$ cat src/rtl/alp_seq_unit.sv
// Multi-register arithmetic/logic scratch unit: one command per handshake, single-cycle ALU ops,
// an iterative shift-add multiply and a sticky error flag, with two combinational read ports.
module alp_seq_unit #(
   parameter int W    = 4,
   parameter int NREG = 4,
   parameter int AW   = 2
) (
   input  logic          clk,
   input  logic          reset,
   input  logic          cmd_valid,
   output logic          cmd_ready,
   input  logic [2:0]    op,
   input  logic          load,
   input  logic          comp,
   input  logic          clr,
   input  logic [AW-1:0] dst,
   input  logic [AW-1:0] src,
   input  logic [W-1:0]  data_in,
   input  logic [AW-1:0] rd_a,
   input  logic [AW-1:0] rd_b,
   output logic [W-1:0]  out_a,
   output logic [W-1:0]  out_b,
   output logic          done,
   output logic          err,
   output logic [1:0]    dbg_state
);

   localparam logic [2:0] OP_ADD  = 3'd0;
   localparam logic [2:0] OP_SUB  = 3'd1;
   localparam logic [2:0] OP_AND  = 3'd2;
   localparam logic [2:0] OP_OR   = 3'd3;
   localparam logic [2:0] OP_XOR  = 3'd4;
   localparam logic [2:0] OP_SHL1 = 3'd5;
   localparam logic [2:0] OP_MUL  = 3'd6;
   localparam logic [2:0] OP_PASS = 3'd7;
   localparam int         CW      = $clog2(W);
   localparam logic [CW-1:0] LAST = CW'(W - 1);

   typedef enum logic [1:0] {IDLE = 2'd0, EXEC = 2'd1, MUL = 2'd2} state_t;

   state_t          state, state_nxt;
   logic [W-1:0]    regs [NREG];
   logic [2:0]      op_q;
   logic            load_q, comp_q, clr_q;
   logic [AW-1:0]   dst_q;
   logic [W-1:0]    data_q, a_q, b_q;
   logic [2*W-1:0]  mcand_q, prod_q, prod_nxt;
   logic [CW-1:0]   cnt_q;
   logic            accept, start_mul, mul_last;
   logic [W:0]      sum_w;
   logic [W-1:0]    alu_res;
   logic            alu_err;

   // Handshake: a command transfers on a rising edge where cmd_valid and cmd_ready are both high;
   // cmd_ready depends only on state, never on cmd_valid, and all fields are captured at that edge.
   assign accept    = cmd_valid & (state == IDLE);
   assign start_mul = comp & ~load & ~clr & (op == OP_MUL);
   assign mul_last  = (cnt_q == LAST);
   assign dbg_state = state;
   assign out_a     = regs[rd_a];
   assign out_b     = regs[rd_b];

   always_ff @(posedge clk or negedge reset) begin
      if (!reset) state <= IDLE;
      else        state <= state_nxt;
   end

   always_comb begin
      state_nxt = state;
      cmd_ready = 1'b0;
      case (state)
         IDLE: begin
            cmd_ready = 1'b1;
            if (cmd_valid) state_nxt = start_mul ? MUL : EXEC;
         end
         EXEC:    state_nxt = IDLE;
         MUL:     if (mul_last) state_nxt = IDLE;
         default: state_nxt = IDLE;
      endcase
   end

   assign sum_w    = {1'b0, a_q} + {1'b0, b_q};
   // b_q doubles as the multiplier and is shifted right one bit per MUL cycle.
   assign prod_nxt = prod_q + (b_q[0] ? mcand_q : '0);

   always_comb begin
      alu_res = a_q;
      alu_err = 1'b0;
      case (op_q)
         OP_ADD:  begin alu_res = sum_w[W-1:0]; alu_err = sum_w[W]; end
         OP_SUB:  begin alu_res = a_q - b_q; alu_err = (a_q < b_q); end
         OP_AND:  alu_res = a_q & b_q;
         OP_OR:   alu_res = a_q | b_q;
         OP_XOR:  alu_res = a_q ^ b_q;
         OP_SHL1: begin alu_res = {a_q[W-2:0], 1'b0}; alu_err = a_q[W-1]; end
         OP_PASS: alu_res = b_q;
         default: alu_res = a_q;
      endcase
   end

   always_ff @(posedge clk or negedge reset) begin
      if (!reset) begin
         for (int i = 0; i < NREG; i++) regs[i] <= '0;
         err     <= 1'b0;
         done    <= 1'b0;
         op_q    <= '0;
         load_q  <= 1'b0;
         comp_q  <= 1'b0;
         clr_q   <= 1'b0;
         dst_q   <= '0;
         data_q  <= '0;
         a_q     <= '0;
         b_q     <= '0;
         mcand_q <= '0;
         prod_q  <= '0;
         cnt_q   <= '0;
      end else begin
         done <= 1'b0;
         case (state)
            IDLE: if (accept) begin
               op_q    <= op;
               load_q  <= load;
               comp_q  <= comp;
               clr_q   <= clr;
               dst_q   <= dst;
               data_q  <= data_in;
               a_q     <= regs[dst];
               b_q     <= regs[src];
               mcand_q <= {{W{1'b0}}, regs[dst]};
               prod_q  <= '0;
               cnt_q   <= '0;
            end
            EXEC: begin
               done <= 1'b1;
               if (clr_q) begin
                  for (int i = 0; i < NREG; i++) regs[i] <= '0;
                  err <= 1'b0;
               end else if (load_q && comp_q) begin
                  err <= 1'b1;
               end else if (load_q) begin
                  regs[dst_q] <= data_q;
               end else if (comp_q) begin
                  regs[dst_q] <= alu_res;
                  if (alu_err) err <= 1'b1;
               end
            end
            MUL: begin
               prod_q  <= prod_nxt;
               mcand_q <= mcand_q << 1;
               b_q     <= b_q >> 1;
               cnt_q   <= cnt_q + CW'(1);
               if (mul_last) begin
                  regs[dst_q] <= prod_nxt[W-1:0];
                  if (|prod_nxt[2*W-1:W]) err <= 1'b1;
                  done <= 1'b1;
               end
            end
            default: ;
         endcase
      end
   end

endmodule

$ cat config.mk
export PLATFORM = sky130hd
export DESIGN_NAME = alp_seq_unit
export DESIGN_NICKNAME = d
export VERILOG_FILES = /design/src/rtl/alp_seq_unit.sv
export SDC_FILE = /design/constraint.sdc
export NUM_CORES = 1
export LEC_CHECK = 0
export ABC_AREA = 0
export CAP_MARGIN = 20
export CORE_ASPECT_RATIO = 0.7
export CORE_UTILIZATION = 59
export DETAILED_ROUTE_END_ITERATION = 7
export PLACE_DENSITY = 0.81
export SETUP_SLACK_MARGIN = 0.4
export SYNTH_ARGS = -nofsm -noshare
export SYNTH_HDL_FRONTEND = slang
export SYNTH_SLANG_ARGS = --single-unit
$ cat constraint.sdc
create_clock -name clk -period 3.4 [get_ports clk]
set_input_delay 0.51 -clock clk [delete_from_list [all_inputs] [get_ports clk]]
set_output_delay 0.51 -clock clk [all_outputs]
set_load 0.05 [all_outputs]
==> flow_summary.json <==
{
  "ys_types": 64,
  "setup_slack_ns": 0.489,
  "postCtsSetupRepairBufs": 0,
  "synth_top_flop_cell": "dfrtp_1",
  "gp_congestion": 0.925,
  "clk_pin_slew_worst_paths_ns": 0.08,
  "clk_latency_ns": 0.35,
  "yosys.area.top_type": "dfrtp_1",
  "hold_viol_final": 0,
  "syn_inst": 404,
  "ant_nets": 0,
  "first_pass_iters": 6,
  "numCtsBuffers": 9,
  "skew_ns": 0.00837,
  "initial_utilization_pct": 62.7,
  "die_area_sq_um": 7140,
  "drt_iter0_drc": 270,
  "finalPower_w": 0.00319,
  "antenna_cells": 0,
  "tightest_slew_ns": 0.617,
  "path_cells": "clkdlybuf4s50_1 > mux4_2 > clkdlybuf4s50_1",
  "htreeDepth": 3,
  "p_sw_w": 0.00137,
  "layout.nets": 479,
  "fin_crit_sh_pct": 85.6,
  "dp_hpwl_um": 7750,
  "synth_area_sq_um": 4010,
  "routed_via_density": 6.29,
  "core_sq_um": 6400,
  "multiInputGateArea_sq_um": 2370,
  "layout-drive-gt1-share_pct": 12.1,
  "holdBufCountCts": 0,
  "arrival_ns": 2.40,
  "port_buffers": 33,
  "ys_ff_latch": 58,
  "slowest_delay_ns": 0.71,
  "netlist.area_leader.share_pct": 36.2,
  "worstSetupPathType": "in -> out",
  "crit_required_ns": 2.89,
  "leakagePower_nw": 1.97,
  "yosysWarnings": 0,
  "async_reset_ff_share_pct": 100,
  "wl_per_cell_um": 19.4,
  "path_delay_family": "buffers and inverters",
  "clk_path_buf_depth": 2,
  "ctsResizeCount": 0,
  "p_per_area_nw_per_um2": 696,
  "power_frac_comb_pct": 43.3,
  "setup_viol": 0,
  "final_area_sq_um": 4580,
  "dieHeight_um": 71.0,
  "sw_frac_of_total_pct": 42.9,
  "grt_setup_unrepaired": "false",
  "vias": 3323,
  "slew_viol_final": 0,
  "placed_area_sq_um": 4380,
  "cp-end-kind": "primary output",
  "fill_cells": 497,
  "p_int_w": 0.00182,
  "ir_worst_vdd_uv": 423,
  "cts_tree": "done",
  "path_buf_inv": 2,
  "synth-edff-count": 0,
  "drc_errors": 0,
  "min_period_ns": 2.91,
  "outcome": "finished, final reports clean",
  "setup-tns-final_ns": 0,
  "worstPathMaxFanout": 4,
  "final_cell_mix": "nand2_1, dfrtp_1, o21ai_0, clkdlybuf4s50_1, ha_1",
  "grtUsageTotal_pct": 31.8,
  "cts.sinks": 58,
  "p_clk_share_pct": 20.4,
  "root_buffer": "clkbuf_8",
  "grt_pass1_wl_um": 17100,
  "register_area_sq_um": 1450,
  "grt-ovfl-total": 0,
  "pin_count": 34,
  "routed_wl_um": 10200,
  "postLayoutCoreUtil_pct": 71.7,
  "synth_area_leaders": "dfrtp_1, mux4_2, ha_1, nand2_1, o21ai_0",
  "synth_fp_nets": 451,
  "worst_path_most_repeated_cell": "clkdlybuf4s50_1",
  "antenna_found_initial": 0,
  "critPathLaunchType": "input pin",
  "rows": 24,
  "seq_power_share_pct": 36.4,
  "maxCapViolCount": 0,
  "pre_cts_ws_ns": 0.476,
  "avgSynthCellArea_sq_um": 9.93,
  "grt_pass1_vias": 3337,
  "critical-path-slowest-cell": "clkdlybuf4s50_1",
  "syn_to_final_growth_pct": 14.3,
  "final_common_cell": "nand2_1",
  "grt_max_degree": 40,
  "fmax_mhz": 344,
  "ys_seq_area_share_pct": 36.2,
  "min_path_type": "in -> async",
  "die_x_um": 101,
  "max_slew_margin_pct": 58.7
}
[state kept, by name (all words and copies together) (netlist names)]
name       flops
regs          16
mcand_q        8
prod_q         8
a_q            4
b_q            4
data_q         4
op_q           3
cnt_q          2
dbg_state      2
dst_q          2
clr_q          1
comp_q         1
done           1
err            1
load_q         1
[cell families (layout without fill, tap and decap cells)]
logic type | after synthesis | after routing | share of synthesized area [%]
fa+ha+maj | 26 | 26 | 8.67
mux | 23 | 23 | 11.7
compound gates | 112 | 112 | 20.3
xor+xnor | 7 | 7 | 1.53
simple gates | 135 | 135 | 17.0
flops | 58 | 58 | 36.2
buf+inv | 43 | 76 | 4.59
[final timing paths]
kind                                start  cells past startpoint   endpoint  slack (ns)
max in group asynchronous           reset                      2  prod_q[3]        2.42
worst max register to register     b_q[0]                      9        err        0.69
worst min-delay path                reset                      1      clr_q        0.11
min in group clk                prod_q[2]                      2  prod_q[2]        0.50
worst min register to register  prod_q[2]                      2  prod_q[2]        0.50
worst max-delay path              rd_a[0]                      3   out_a[2]        0.49
[layout make-up]
type | instances | share of cell area (%)
sequential | 58 | 31.7
clock inverter | 7 | 1.72
inverter | 23 | 1.88
multi-input combinational | 303 | 51.8
timing repair buffer | 37 | 7.75
tap | 91 | 2.48
clock buffer | 9 | 2.70
[per-stage QoR]
stage / std cells / hold slack, ns
floorplan: 404 / 0.214
global placement: 512 / 0.477
detailed placement: 512 / 0.489
CTS: 528 / 0.114
global route: 528 / 0.141
finish: 528 / 0.113
[Yosys cell counts, types with 4 or more instances]
| master | instances |
|---|---|
| nor3b_1 | 5 |
| clkbuf_1 | 14 |
| a22oi_1 | 7 |
| nand2_1 | 66 |
| o21ai_0 | 32 |
| a21oi_1 | 14 |
| mux4_2 | 17 |
| nand2b_1 | 10 |
| o31ai_1 | 7 |
| xnor2_1 | 4 |
| inv_1 | 22 |
| dfrtp_1 | 58 |
| a22o_1 | 13 |
| and2_1 | 9 |
| ha_1 | 23 |
| a221oi_1 | 5 |
| nor2b_1 | 13 |
| nor2_1 | 11 |
[metal layers]
metal  GRT usage (%)  part of all wire [%]  vias up
met1            43.7                    44     1614
li1                -                     -     1542
met4            10.1                   1.5        0
met2            48.6                    45      147
met3            9.58                   9.2       20
met5               0                     0        -
[power by group through the flow]
stage	clock [W]	combinational, W	sequential (W)
after CTS	0.000655	0.00137	0.00115
final	0.000650	0.00138	0.00116
after global placement	0	0.00132	0.00115
after global routing	0.000686	0.00151	0.00119
after detailed placement	0	0.00136	0.00116
after floorplan	0	0.00108	0.00105
No activity file was read; power rests on OpenSTA's default activity.
